--- src/rtl/alu_seq.sv ---
// -----------------------------------------------------------------------------
// alu_seq : handshaked sequential ALU with iterative multiply and divide.
//
// Base ops (ZERO..SEQ) finish on the accepting edge. MUL/MULH/MULHU run
// WIDTH shift-add steps. DIV/DIVU/REM/REMU run WIDTH restoring-divide steps.
// The result is registered and held until the consumer takes it.
//
// Optional feature macro: ALU_SEQ_DIV_EN
//   defined   -> ops 15..18 use the iterative divider (DIV state)
//   undefined -> no divider logic; ops 15..18 are reported as illegal
//
// Ports:
//   clk, rst_n          clock (rising edge), async active-low reset
//   in_valid / in_ready input handshake; op, lhs, rhs captured on transfer
//   out_valid/out_ready output handshake; out, out_bit0, out_illegal held
//                       stable while out_valid & !out_ready
//   busy                high while a multiply or divide is iterating
// -----------------------------------------------------------------------------
module alu_seq #(
    parameter int WIDTH   = 32,
    parameter int SHAMT_W = $clog2(WIDTH)
) (
    input  logic             clk,
    input  logic             rst_n,
    input  logic             in_valid,
    output logic             in_ready,
    input  logic [4:0]       op,
    input  logic [WIDTH-1:0] lhs,
    input  logic [WIDTH-1:0] rhs,
    output logic             out_valid,
    input  logic             out_ready,
    output logic [WIDTH-1:0] out,
    output logic             out_bit0,
    output logic             out_illegal,
    output logic             busy
);

    localparam logic [4:0] OP_ZERO  = 5'd0,  OP_ADD   = 5'd1,  OP_SUB  = 5'd2;
    localparam logic [4:0] OP_SLT   = 5'd3,  OP_SLTU  = 5'd4,  OP_XOR  = 5'd5;
    localparam logic [4:0] OP_OR    = 5'd6,  OP_AND   = 5'd7,  OP_SLL  = 5'd8;
    localparam logic [4:0] OP_SRL   = 5'd9,  OP_SRA   = 5'd10, OP_SEQ  = 5'd11;
    localparam logic [4:0] OP_MUL   = 5'd12, OP_MULH  = 5'd13, OP_MULHU = 5'd14;
    localparam logic [4:0] OP_DIV   = 5'd15, OP_DIVU  = 5'd16, OP_REM  = 5'd17;
    localparam logic [4:0] OP_REMU  = 5'd18;
    localparam logic [SHAMT_W-1:0] LAST_STEP = SHAMT_W'(WIDTH - 1);

    typedef enum logic [1:0] {
        ST_IDLE = 2'd0,
        ST_MUL  = 2'd1,
        ST_DONE = 2'd2
`ifdef ALU_SEQ_DIV_EN
        , ST_DIV = 2'd3
`endif
    } state_t;

    // Magnitude of v, treating it as two's complement only when sgn is set.
    function automatic logic [WIDTH-1:0] mag(input logic [WIDTH-1:0] v, input logic sgn);
        if (sgn && v[WIDTH-1]) mag = ~v + WIDTH'(1);
        else                   mag = v;
    endfunction

    state_t              state_r, state_s;
    logic [WIDTH-1:0]    out_r;
    logic                illegal_r;
    logic [WIDTH-1:0]    acc_r;    // partial product high half / partial remainder
    logic [WIDTH-1:0]    lo_r;     // multiplier bits / dividend-then-quotient bits
    logic [WIDTH-1:0]    opd_r;    // multiplicand / divisor magnitude
    logic [SHAMT_W-1:0]  cnt_r;
    logic [4:0]          op_r;
    logic                neg_r;    // final result must be negated
    logic                accept_s, is_mul_s;
    logic [WIDTH-1:0]    base_res_s;
    logic                base_legal_s;
    logic [WIDTH:0]      mul_sum_s;
    logic [WIDTH-1:0]    mul_acc_s, mul_lo_s, mul_res_s;
    logic [2*WIDTH-1:0]  prod_s, prod_f_s;
`ifdef ALU_SEQ_DIV_EN
    logic [WIDTH-1:0]    lhs_r;    // original dividend, returned as remainder on /0
    logic                zero_r;   // divisor was zero
    logic                is_div_s;
    logic [WIDTH:0]      div_shift_s, div_trial_s;
    logic [WIDTH-1:0]    div_acc_s, div_lo_s, div_quo_s, div_rem_s, div_res_s;
`endif

    assign in_ready    = (state_r == ST_IDLE) | ((state_r == ST_DONE) & out_ready);
    assign accept_s    = in_valid & in_ready;
    assign is_mul_s    = (op >= OP_MUL) && (op <= OP_MULHU);
    assign out_valid   = (state_r == ST_DONE);
    assign out         = out_r;
    assign out_bit0    = out_r[0];
    assign out_illegal = illegal_r;
`ifdef ALU_SEQ_DIV_EN
    assign is_div_s    = (op >= OP_DIV) && (op <= OP_REMU);
    assign busy        = (state_r == ST_MUL) | (state_r == ST_DIV);
`else
    assign busy        = (state_r == ST_MUL);
`endif

    // Single-cycle base operation result and legality decode.
    always_comb begin
        base_res_s   = {WIDTH{1'b0}};
        base_legal_s = 1'b1;
        case (op)
            OP_ZERO: base_res_s = {WIDTH{1'b0}};
            OP_ADD:  base_res_s = lhs + rhs;
            OP_SUB:  base_res_s = lhs - rhs;
            OP_SLT:  base_res_s = {{(WIDTH-1){1'b0}}, ($signed(lhs) < $signed(rhs))};
            OP_SLTU: base_res_s = {{(WIDTH-1){1'b0}}, (lhs < rhs)};
            OP_XOR:  base_res_s = lhs ^ rhs;
            OP_OR:   base_res_s = lhs | rhs;
            OP_AND:  base_res_s = lhs & rhs;
            OP_SLL:  base_res_s = lhs << rhs[SHAMT_W-1:0];
            OP_SRL:  base_res_s = lhs >> rhs[SHAMT_W-1:0];
            OP_SRA:  base_res_s = $signed(lhs) >>> rhs[SHAMT_W-1:0];
            OP_SEQ:  base_res_s = {{(WIDTH-1){1'b0}}, (lhs == rhs)};
            default: base_legal_s = 1'b0;
        endcase
    end

    // One shift-add step: add multiplicand when the current multiplier bit is
    // set, then shift the {acc, lo} pair right by one.
    always_comb begin
        mul_sum_s = {1'b0, acc_r} + (lo_r[0] ? {1'b0, opd_r} : {(WIDTH+1){1'b0}});
        mul_acc_s = mul_sum_s[WIDTH:1];
        mul_lo_s  = {mul_sum_s[0], lo_r[WIDTH-1:1]};
        prod_s    = {mul_acc_s, mul_lo_s};
        if (neg_r) prod_f_s = ~prod_s + (2*WIDTH)'(1);
        else       prod_f_s = prod_s;
        if (op_r == OP_MUL) mul_res_s = prod_f_s[WIDTH-1:0];
        else                mul_res_s = prod_f_s[2*WIDTH-1:WIDTH];
    end

`ifdef ALU_SEQ_DIV_EN
    // One restoring-divide step plus the sign/boundary fix-up of the result.
    always_comb begin
        div_shift_s = {acc_r, lo_r[WIDTH-1]};
        div_trial_s = div_shift_s - {1'b0, opd_r};
        if (!div_trial_s[WIDTH]) begin
            div_acc_s = div_trial_s[WIDTH-1:0];
            div_lo_s  = {lo_r[WIDTH-2:0], 1'b1};
        end else begin
            div_acc_s = div_shift_s[WIDTH-1:0];
            div_lo_s  = {lo_r[WIDTH-2:0], 1'b0};
        end
        // Most-negative / -1 needs no special case: the magnitude quotient
        // 2^(WIDTH-1) negates back onto itself and the remainder is 0.
        if (zero_r)     div_quo_s = {WIDTH{1'b1}};
        else if (neg_r) div_quo_s = ~div_lo_s + WIDTH'(1);
        else            div_quo_s = div_lo_s;
        if (zero_r)     div_rem_s = lhs_r;
        else if (neg_r) div_rem_s = ~div_acc_s + WIDTH'(1);
        else            div_rem_s = div_acc_s;
        if ((op_r == OP_DIV) || (op_r == OP_DIVU)) div_res_s = div_quo_s;
        else                                       div_res_s = div_rem_s;
    end
`endif

    // Next-state logic.
    always_comb begin
        state_s = state_r;
        case (state_r)
            ST_IDLE, ST_DONE: begin
                if (accept_s) begin
                    if (is_mul_s) state_s = ST_MUL;
`ifdef ALU_SEQ_DIV_EN
                    else if (is_div_s) state_s = ST_DIV;
`endif
                    else state_s = ST_DONE;
                end else if ((state_r == ST_DONE) && out_ready) begin
                    state_s = ST_IDLE;
                end else begin
                    state_s = state_r;
                end
            end
            ST_MUL: begin
                if (cnt_r == LAST_STEP) state_s = ST_DONE;
                else                    state_s = ST_MUL;
            end
`ifdef ALU_SEQ_DIV_EN
            ST_DIV: begin
                if (cnt_r == LAST_STEP) state_s = ST_DONE;
                else                    state_s = ST_DIV;
            end
`endif
            default: state_s = ST_IDLE;
        endcase
    end

    // State, operand capture, iteration datapath and result register.
    always_ff @(posedge clk or negedge rst_n) begin
        if (!rst_n) begin
            state_r   <= ST_IDLE;
            out_r     <= {WIDTH{1'b0}};
            illegal_r <= 1'b0;
            acc_r     <= {WIDTH{1'b0}};
            lo_r      <= {WIDTH{1'b0}};
            opd_r     <= {WIDTH{1'b0}};
            cnt_r     <= {SHAMT_W{1'b0}};
            op_r      <= 5'd0;
            neg_r     <= 1'b0;
`ifdef ALU_SEQ_DIV_EN
            lhs_r     <= {WIDTH{1'b0}};
            zero_r    <= 1'b0;
`endif
        end else begin
            state_r <= state_s;
            case (state_r)
                ST_IDLE, ST_DONE: begin
                    if (accept_s) begin
                        op_r  <= op;
                        acc_r <= {WIDTH{1'b0}};
                        cnt_r <= {SHAMT_W{1'b0}};
                        if (is_mul_s) begin
                            lo_r  <= mag(rhs, op == OP_MULH);
                            opd_r <= mag(lhs, op == OP_MULH);
                            neg_r <= (op == OP_MULH) & (lhs[WIDTH-1] ^ rhs[WIDTH-1]);
`ifdef ALU_SEQ_DIV_EN
                        end else if (is_div_s) begin
                            lo_r   <= mag(lhs, (op == OP_DIV) || (op == OP_REM));
                            opd_r  <= mag(rhs, (op == OP_DIV) || (op == OP_REM));
                            neg_r  <= ((op == OP_DIV) & (lhs[WIDTH-1] ^ rhs[WIDTH-1]))
                                    | ((op == OP_REM) & lhs[WIDTH-1]);
                            lhs_r  <= lhs;
                            zero_r <= (rhs == {WIDTH{1'b0}});
`endif
                        end else begin
                            out_r     <= base_legal_s ? base_res_s : {WIDTH{1'b0}};
                            illegal_r <= ~base_legal_s;
                        end
                    end
                end
                ST_MUL: begin
                    acc_r <= mul_acc_s;
                    lo_r  <= mul_lo_s;
                    cnt_r <= cnt_r + SHAMT_W'(1);
                    if (cnt_r == LAST_STEP) begin
                        out_r     <= mul_res_s;
                        illegal_r <= 1'b0;
                    end
                end
`ifdef ALU_SEQ_DIV_EN
                ST_DIV: begin
                    acc_r <= div_acc_s;
                    lo_r  <= div_lo_s;
                    cnt_r <= cnt_r + SHAMT_W'(1);
                    if (cnt_r == LAST_STEP) begin
                        out_r     <= div_res_s;
                        illegal_r <= 1'b0;
                    end
                end
`endif
                default: begin
                    cnt_r <= {SHAMT_W{1'b0}};
                end
            endcase
        end
    end

endmodule

--- config.mk ---
export PLATFORM = sky130hd
export DESIGN_NAME = alu_seq
export DESIGN_NICKNAME = d
export VERILOG_FILES = /design/src/rtl/alu_seq.sv
export SDC_FILE = /design/constraint.sdc
export NUM_CORES = 1
export LEC_CHECK = 0
export BUFFER_PORTS_ARGS = -buffer_cell sky130_fd_sc_hd__buf_2
export CAP_MARGIN = 10
export CELL_PAD_IN_SITES_DETAIL_PLACEMENT = 1
export CELL_PAD_IN_SITES_GLOBAL_PLACEMENT = 2
export CORE_MARGIN = 4
export CORE_UTILIZATION = 40
export DETAILED_ROUTE_END_ITERATION = 10
export PLACE_DENSITY_LB_ADDON = 0.05
export SETUP_SLACK_MARGIN = 0.4
export SYNTH_ARGS = -nofsm -noshare
export SYNTH_HDL_FRONTEND = slang
export SYNTH_SLANG_ARGS = --single-unit
--- constraint.sdc ---
create_clock -name clk -period 7.3 [get_ports clk]
set_input_delay 0.73 -clock clk [delete_from_list [all_inputs] [get_ports clk]]
set_output_delay 0.73 -clock clk [all_outputs]
set_load 0.02 [all_outputs]
* Word level (Yosys, flattened, before mapping) *
Cells that the tools add are included.

word-level totals
  flip-flop bits (word level) = 142
  bits in latches = 0
  memory bits (writable) = 0
  memory bits (read-only) = 0
  input bits = 73
  output and inout bits = 37
  logic and storage cells = 99
  memories = 0

cells by class
  add/sub/neg operators = 7
  multiply operators = 0
  divide/modulo/power cells = 0
  magnitude comparators = 4
  equal/unequal tests = 22
  shift operators = 3
  muxes and demuxes = 28
  bitwise logic cells = 12
  reduce and logical (&&, ||, !) cells = 14

operators by type and width
  operator                                                         number
  32-bit 2-to-1 mux                                                11
  32-bit case mux with 11 select lines                             1
  32-bit case mux with 2 select lines                              3
  32-bit by 1-bit adder with 32-bit output, second input constant  2
  64-bit by 1-bit adder with 64-bit output, second input constant  1
  32-bit < comparator                                              2
  64-bit 2-to-1 mux                                                1
  32-bit NOT                                                       2
  64-bit NOT                                                       1
  32-bit by 32-bit adder with 33-bit output                        1
  32-bit adder                                                     1
  32-bit AND                                                       1
  32-bit == test                                                   1
  32-bit OR                                                        1
  32-bit by 5-bit << shifter with 32-bit output                    1
  32-bit by 5-bit >> shifter with 32-bit output                    1
  32-bit by 5-bit >>> shifter with 32-bit output                   1
  32-bit subtractor                                                1
  32-bit bitwise XOR                                               1
  5-bit by 4-bit == test with 1-bit output, second input constant  6
  5-bit by 3-bit == test with 1-bit output, second input constant  4
  12-bit OR reduction                                              1
  5-bit by 2-bit == test with 1-bit output, second input constant  2
  5-bit case mux with 2 select lines                               1
  other kinds (27)                                                 42

* Logic depth before layout (Yosys ltp) *
Gate-level depths: netlist (run 1).

  word-level depth = 8
  depth in mapped cells = 17
  depth with buffers taken out = 15

* Worst setup path before layout (run 1) *
No wires, ideal clock.

  path kind = input port to flip-flop
  from = input rhs[2]
  to = register out_r[30], in the netlist out[30]
  library setup time = 0.139 ns
  arrival = 4.816 ns
  data required time = 7.161 ns
  setup slack = 2.345 ns
  stages on the path = 17
  buffers on the path = 4
  cells stage by stage = inv_1 -> clkbuf_1 -> buf_1 -> clkbuf_1 -> ha_1 -> clkbuf_1 -> a211oi_1 -> nor2_1 -> a2111oi_0 -> o211a_1 -> o21ai_0 -> a311o_1 -> a31oi_1 -> o21ai_0 -> mux2_2 -> a22oi_1 -> o221ai_1

on the way
  word-level cells in the longest chain between the ends = 6
  elaborated cells between the ends (all ways) = 10
  those cells by class = add/sub (2); shift (3); mux (5)

RTL lines
  what                                             line  RTL
  from (decl)                                      29    input logic [WIDTH-1:0] rhs,
  32-bit subtractor, or another cell as far along  106   OP_SUB: base_res_s = lhs - rhs;
  32-bit case mux with 11 select lines *           103   case (op)
  32-bit 2-to-1 mux *                              227   out_r <= base_legal_s ? base_res_s : {WIDTH{1'b0}};
  32-bit 2-to-1 mux *                              213   if (is_mul_s) begin
  32-bit 2-to-1 mux *                              209   if (accept_s) begin
  32-bit case mux with 2 select lines *            207   case (state_r)
  to (signal assigned)                             193   out_r <= {WIDTH{1'b0}};
  to (signal assigned)                             227
  to (signal assigned)                             237   out_r <= mul_res_s;
  to (decl)                                        63    logic [WIDTH-1:0] out_r;

Every way passes the cells marked *; elsewhere a longest branch is shown, timed or not. The select of a mux whose other input is x is not followed.
A chain may end at the register's enable or synchronous reset.

* Worst setup path in the final report (run 1) *
  from = register lo_r[0]
  to = register out_r[18], in the netlist out[18]

on the way
  word-level cells in the longest chain between the ends = 8

RTL lines
  what                                         line  RTL
  from (decl)                                  66    logic [WIDTH-1:0] lo_r;
  from (signal assigned)                       196   lo_r <= {WIDTH{1'b0}};
  from (signal assigned)                       214   lo_r <= mag(rhs, op == OP_MULH);
  from (signal assigned)                       234   lo_r <= mul_lo_s;
  32-bit 2-to-1 mux *                          123   mul_sum_s = {1'b0, acc_r} + (lo_r[0] ? {1'b0, opd_r} : {(WIDTH+1){1'b0}});
  32-bit by 32-bit adder with 33-bit output *  123
  64-bit NOT                                   127   if (neg_r) prod_f_s = ~prod_s + (2*WIDTH)'(1);
  64-bit by 1-bit adder with 64-bit output     127
  64-bit 2-to-1 mux *                          127
  32-bit 2-to-1 mux *                          129   if (op_r == OP_MUL) mul_res_s = prod_f_s[WIDTH-1:0];
  32-bit 2-to-1 mux *                          236   if (cnt_r == LAST_STEP) begin
  32-bit case mux with 2 select lines *        207

Marks and branches as above.

==> summary.txt, run 1 <==
Run status
  – Status: finished, final reports clean

Pwr
  – VDD IR max: around 0.17 mV
  – Pwr Density: 206 nW/um^2
  – P_leak: between 8 and 9 nW
  – Final Power: 4.24 mW

Global routing
  – Number of global-route vias before repair: around 21000
  – Initial antenna violation count: 4
  – Largest net degree at the start of global routing: 84
  – Aggregate global-route resource usage: 37.2%
  – GRT overflow: 0
  – First-pass GRT wire length: 142000 um

Setup path
  – Crit-path most repeated cell: o21ai_1
  – Worst Reg2Reg Path Length in Cells: 13
  – CP Class: reg2reg
  – Crit path cell chain: and2_1 -> ha_1 -> a21o_1 -> a2111oi_0 -> o21ai_0 -> a211o_1 -> a31oi_1 -> or4b_2 -> or2_1 -> o21ai_1 -> xor2_1 -> o21ai_1 -> a221o_1
  – Reg-to-reg startpoint: lo_r[0]
  – Crit path buffers/inverters: 0
  – R2R Setup Slk: 2.25 ns
  – Critical path peak fanout: 33
  – Startpoint types: register
  – Worst path arrival time: 5.39 ns
  – Cell family with most CP delay: compound AO/OA/AOI/OAI gates
  – Slowest CP cell: dfrtp_1
  – FF-to-FF End: out[18]
  – CP Capture Type: register
  – WP data required: 7.64 ns
  – Max stage delay on crit path: 0.79 ns

Timing
  – Period utilization: between 60% and 70%
  – Final Skew: approximately 0.014 ns
  – Unrepaired setup endpoints after global routing: false
  – Slew @ Worst Pin: 1.33 ns
  – Final hold violations: 0
  – Fmax: 198 MHz
  – Slew Limit Headroom: 11.4%
  – Max-slew violation count: 0
  – Post-route setup TNS: 0 ns
  – Minimum clock period: 5.05 ns
  – Final setup fails: 0

Routing
  – DR WL/cell: 30.8 um
  – Remaining routing DRC violations: 0
  – Drt first pass iters: 5
  – Via density: 6.76
  – DR vias: 21372
  – Antenna-violating nets left: 0
  – Routed wire length: 97200 um
  – Iteration-0 DRC Markers: 2343

Clock tree
  – Reg clk slew, reported paths: 0.06 ns
  – H-tree depth: 4
  – Post-CTS sizing: 0
  – CTS Buf Count: 17
  – Later-pin clock latency in the skew report: 0.46 ns
  – Root buffer cell: clkbuf_16
  – # hold bufs at CTS: 0
  – Clock Sink Count: 142
  – CTS Buffer Depth: 2
  – CTS tree: yes
  – Post-CTS setup buffers: 0

Logic synthesis
  – Post-synthesis cell type count: 84
  – FFs w/ async S/R, synth: between 90% and 100%
  – Syn Std Cell Area: 19100 um^2
  – Compound-Gate Fraction of Synth Area: around 30%
  – Synth Net Count: between 2000 and 3000
  – EDFF count, synth: 0
  – Simple-gate share of the synthesized area: a little over a fifth
  – Yosys synthesis warning count: 0
  – Post-Synthesis Cells: 2577
  – Largest family of logic cells by synthesized area: compound AO/OA/AOI/OAI gates
  – Sequential share of the synthesized area: 18.6%
  – Multiplexer share of the synthesized area: 8.29%
  – #FFs+latches synth: 142
  – Post-synth top flop: dfrtp_1
  – Avg Cell Area, Syn: ~7.4 um^2
  – Post-Synth Adder-Cell Area: just over 9%
  – Post-Synth XOR/XNOR Area: under 10%

Floorplan
  – Die area: 51300 um^2
  – Starting Density: 40.8%
  – Row cnt: 79
  – Die H: 227 um
  – Core area: between 40000 and 50000 um^2
  – # IOs: 110
  – Die width: 227 um

Final layout
  – Nets: between 2000 and 3000
  – Layout cells sized above 1: 10.9%
  – Area growth syn-to-layout: 7.59%
  – Most frequent cells in the layout: 291 x nand2_1, 247 x nor2_1, 238 x o21ai_0
  – Most common cell after layout, fill and taps aside: nand2_1

Hold path
  – Min-Delay Path Class: in2async

Place
  – Port bufs: 109
  – GP Congestion: 1.02
  – Detailed placement HPWL: 75600 um

Run
  – Max cap viols: 0
==> how the worst max path moves through the flow <==
| stage | start | endpoint | slack (ns) | depth (start not counted) |
|---|---|---|---|---|
| global placement | rhs[1] | out[17] | 1.36 | 13 |
| floorplan | rhs[2] | out[30] | 2.34 | 17 |
| global route | lo_r[0] | out[31] | 1.80 | 13 |
| finish | lo_r[0] | out[18] | 2.25 | 13 |
| CTS | lo_r[0] | out[18] | 2.27 | 13 |
| detailed placement | rhs[1] | out[28] | 1.98 | 14 |
==> through the flow <==
step	setup slack [ns]	cell area, um^2	hold slack (ns)	std cells	utilization [%]
2_1_floorplan	2.34	19100	0.434	2577	-
3_3_place_gp	1.36	19900	0.458	3126	42.6
3_5_place_dp	1.98	20000	0.463	3127	42.6
4_1_cts	2.27	20600	0.374	3159	43.9
5_1_grt	1.80	20600	0.397	3159	43.9
6_report	2.25	20600	0.346	3161	43.9
==> state kept, by name (all words and copies together), names as in the netlist <==
signal and count:
acc_r 32, lo_r 32, opd_r 32, out 32, cnt_r 5, op_r 5, state_r 2, neg_r 1
out_illegal 1
==> kinds of logic after synthesis <==
| logic type | after synthesis |
|---|---|
| AO/OA/AOI/OAI | 877 |
| XOR/XNOR | 146 |
| adder cells (fa/ha/maj) | 137 |
| buffers and inverters | 309 |
| flip-flops | 142 |
| multiplexers | 95 |
| AND/OR/NAND/NOR | 871 |
==> metal layers <==
| layer | part of all wire [%] | vias up | global-route usage, % |
|---|---|---|---|
| li1 | - | 9414 | - |
| met1 | 42 | 10689 | 50.4 |
| met2 | 44 | 1042 | 58.0 |
| met3 | 8.0 | 225 | 5.99 |
| met4 | 6.0 | 2 | 18.1 |
| met5 | 0.013 | - | 0 |
==> synth_stat cells (all sizes together) (24+ instances only) <==
cell	number	area, um^2
a211oi	24	180
a21o	24	180
a21oi	187	936
a22oi	45	338
a31oi	38	238
and2	46	288
buf	29	126
clkbuf	171	642
dfrtp	142	3550
ha	134	1680
inv	106	398
mux2i	39	390
mux4	50	1130
nand2	292	1100
nand3	49	245
nand4	25	156
nor2	249	935
nor3	55	287
nor4	29	181
o211ai	38	285
o21ai	258	1290
o31ai	41	318
or3	30	198
xnor2	104	911
xor2	42	368
==> worst register-to-register path: cells and delay by family (launching register included) <==
kind	cells	cell delay (ns)
flops	1	0.79
compound gates	8	2.23
xor+xnor	1	0.27
fa+ha+maj	1	0.33
simple gates	3	1.33
==> area by class of cell <==
cell class | instances | area [um^2]
Clock inverter | 15 | 181
Clock buffer | 17 | 425
Tap cell | 607 | 759
Antenna cell | 2 | 5.00
Sequential cell | 142 | 3550
Fill cell | 5858 | 26300
Timing Repair Buffer | 143 | 807
Inverter | 109 | 409
Multi-Input combinational cell | 2126 | 14400
==> report_power, final <==
group / switching [mW] / internal [mW]
clock: 0.400 / 0.541
combinational: 1.36 / 0.704
sequential: 0.269 / 0.967
(Power assumes the default switching activity.)
==> inputs of run 2 (changes only) <==
Settings changed: CORE_UTILIZATION 40 to 37.
Clock period 7.3 ns to 4.77 ns, I/O delays scaled along.
==> run 2 against run 1 <==
Net effect:
- critical path type unchanged
- largest cell class unchanged
- clock skew shrank 0.0031 ns
- first-iteration DRC count shrank 12%
- register-to-register slack worse by 1.9 ns
- cell count rose by 6.5%
- sequential power grew 47%
- critical endpoint is now out[28]
==> summary.txt, run 2 (synthesis gave the netlist of run 1 again) <==
Clock tree
  – Clock Sink Count: 142
  – H-tree depth: 4
  – CTS tree: yes
  – Later-pin clock latency in the skew report: 0.45 ns
  – CTS Buf Count: 17
  – Reg clk slew, reported paths: 0.07 ns
  – CTS Buffer Depth: 2
  – Root buffer cell: clkbuf_16
  – # hold bufs at CTS: 0

Timing
  – Slew @ Worst Pin: 1.07 ns
  – WHS: 0.153 ns
  – Final setup fails: 0
  – Slew Limit Headroom: 28.2%
  – Post-route setup TNS: 0 ns
  – Max-slew violation count: 0
  – Unrepaired setup endpoints after global routing: true
  – Fmax: 225 MHz
  – Final hold violations: 0
  – Period utilization: about 93%
  – Final Skew: 0.0108 ns
  – Minimum clock period: 4.45 ns

Place
  – Detailed placement HPWL: 80100 um
  – GP Congestion: roughly 1.0
  – Inst Count DP: 3322
  – Port bufs: 109

Pwr
  – Sequential Power Share: a little over a quarter
  – P_leak: 9.38 nW
  – Sw Share: 48.0%
  – Pwr Density: roughly 300 nW/um^2
  – Clock share of power: 19.9%
  – Combinational Power Share: 53.1%
  – Sw Pwr: 3.24 mW
  – VDD IR max: a little under 0.3 mV
  – Internal power: 3.51 mW

Routing
  – DR WL/cell: 30.2 um
  – Iteration-0 DRC Markers: between 2000 and 2500
  – Via density: 6.44
  – DR vias: 21680
  – Antenna-violating nets left: 0
  – Drt first pass iters: 5
  – Remaining routing DRC violations: 0
  – Routed wire length: 102000 um

Setup path
  – CP Class: reg2reg
  – WP data required: 5.14 ns
  – Worst path arrival time: between 4 and 5 ns
  – CP Capture Type: register
  – Critical path peak fanout: 8
  – Startpoint types: register

Floorplan
  – # IOs: 110
  – Die width: around 240 um
  – Core area: 51200 um^2
  – Starting Density: 37.3%
  – Row cnt: 83
  – Die H: 235 um
  – Die area: roughly 55000 um^2

Hold path
  – Min-Delay Path Class: in2async

Final layout
  – Most frequent cells in the layout: 291 x nand2_1, 247 x nor2_1, 233 x o21ai_0
  – Layout cells sized above 1: between 10% and 20%
  – Nets: around 2900
  – Final Util: 42.9%
  – Area growth syn-to-layout: 14.8%
  – Finished Layout Cells: 3366
  – Most common cell after layout, fill and taps aside: nand2_1

Global routing
  – GRT overflow: 0
  – Largest net degree at the start of global routing: 101
  – Initial antenna violation count: 5
  – Aggregate global-route resource usage: 34.9%
  – Number of global-route vias before repair: 21532
  – First-pass GRT wire length: 147000 um

Run
  – Max cap viols: 0

Run status
  – Status: finished, final reports clean
run 2: changes by cell type in the layout (fill, tap and decap cells not counted), sizes merged:
cell	previous run	this run
buf	143	275
bufinv	3	0
clkinv	9	8
clkinvlp	2	3
inv	110	113
run 2: worst paths after layout:
path / startpoint / end / slack [ns] / cells past startpoint
hold / removal: rst_n / cnt_r[3] / 0.15 / 1
min in group clk: out_ready / state_r[1] / 0.33 / 3
max in group asynchronous: rst_n / lo_r[13] / 3.43 / 2
setup / recovery: lo_r[1] / out[28] / 0.32 / 13
hold reg to reg: out[15] / out[15] / 0.47 / 2
setup reg to reg: lo_r[1] / out[28] / 0.32 / 13
run 2: cell type report:
cell class                      instances  area (um^2)
Fill cell                            6329        29200
Tap cell                              680          851
Clock inverter                         15          148
Timing Repair Buffer                  275         1840
Multi-Input combinational cell       2126        14700
Antenna cell                            2         5.00
Sequential cell                       142         3550
Clock buffer                           17          425
Inverter                              109          409
run 2: metal layers:
metal	up-vias	GRT usage, %	share of wire (%)
li1	9667	-	-
met1	10867	46.8	42
met2	939	54.4	44
met3	205	5.08	7.0
met4	2	19.0	6.5
met5	-	0	0.0069
run 2: critical path, stage by stage, from the launching register on:
cell     delay [ns]
dfrtp_1        0.39
inv_2          0.07
ha_2           0.17
or4b_4         0.48
or4_4          0.44
or4_4          0.46
or4_4          0.43
or3_4          0.35
or4_4          0.44
or2_4          0.34
o41ai_4        0.32
xor2_1         0.21
o21ai_1        0.08
a31oi_1        0.19
run 2: timing repair:
item | in CTS | in global routing
pin swaps | 1 | 12
setup endpoints to repair | 16 | 18
setup buffers | 4 | 6
resized for setup | 19 | 44
endpoints found under the hold margin | 0 | 0
run 2: power by group through the flow:
stage	Clock [mW]	Combinational [mW]	Sequential, mW
3_3_place_gp	0	3.28	1.81
2_1_floorplan	0	2.04	1.76
3_5_place_dp	0	3.33	1.82
5_1_grt	1.41	3.82	1.86
4_1_cts	1.37	3.41	1.81
6_report	1.34	3.58	1.82
run 2: per-stage QoR:
stage               power (mW)  instance area (um^2)  setup slack (ns)
floorplan                 3.80                 19100             0.413
global placement          5.09                 21000            -0.293
detailed placement        5.15                 21000            -0.255
CTS                       6.58                 21700             0.355
global route              7.09                 21900             0.235
finish                    6.74                 22000             0.324
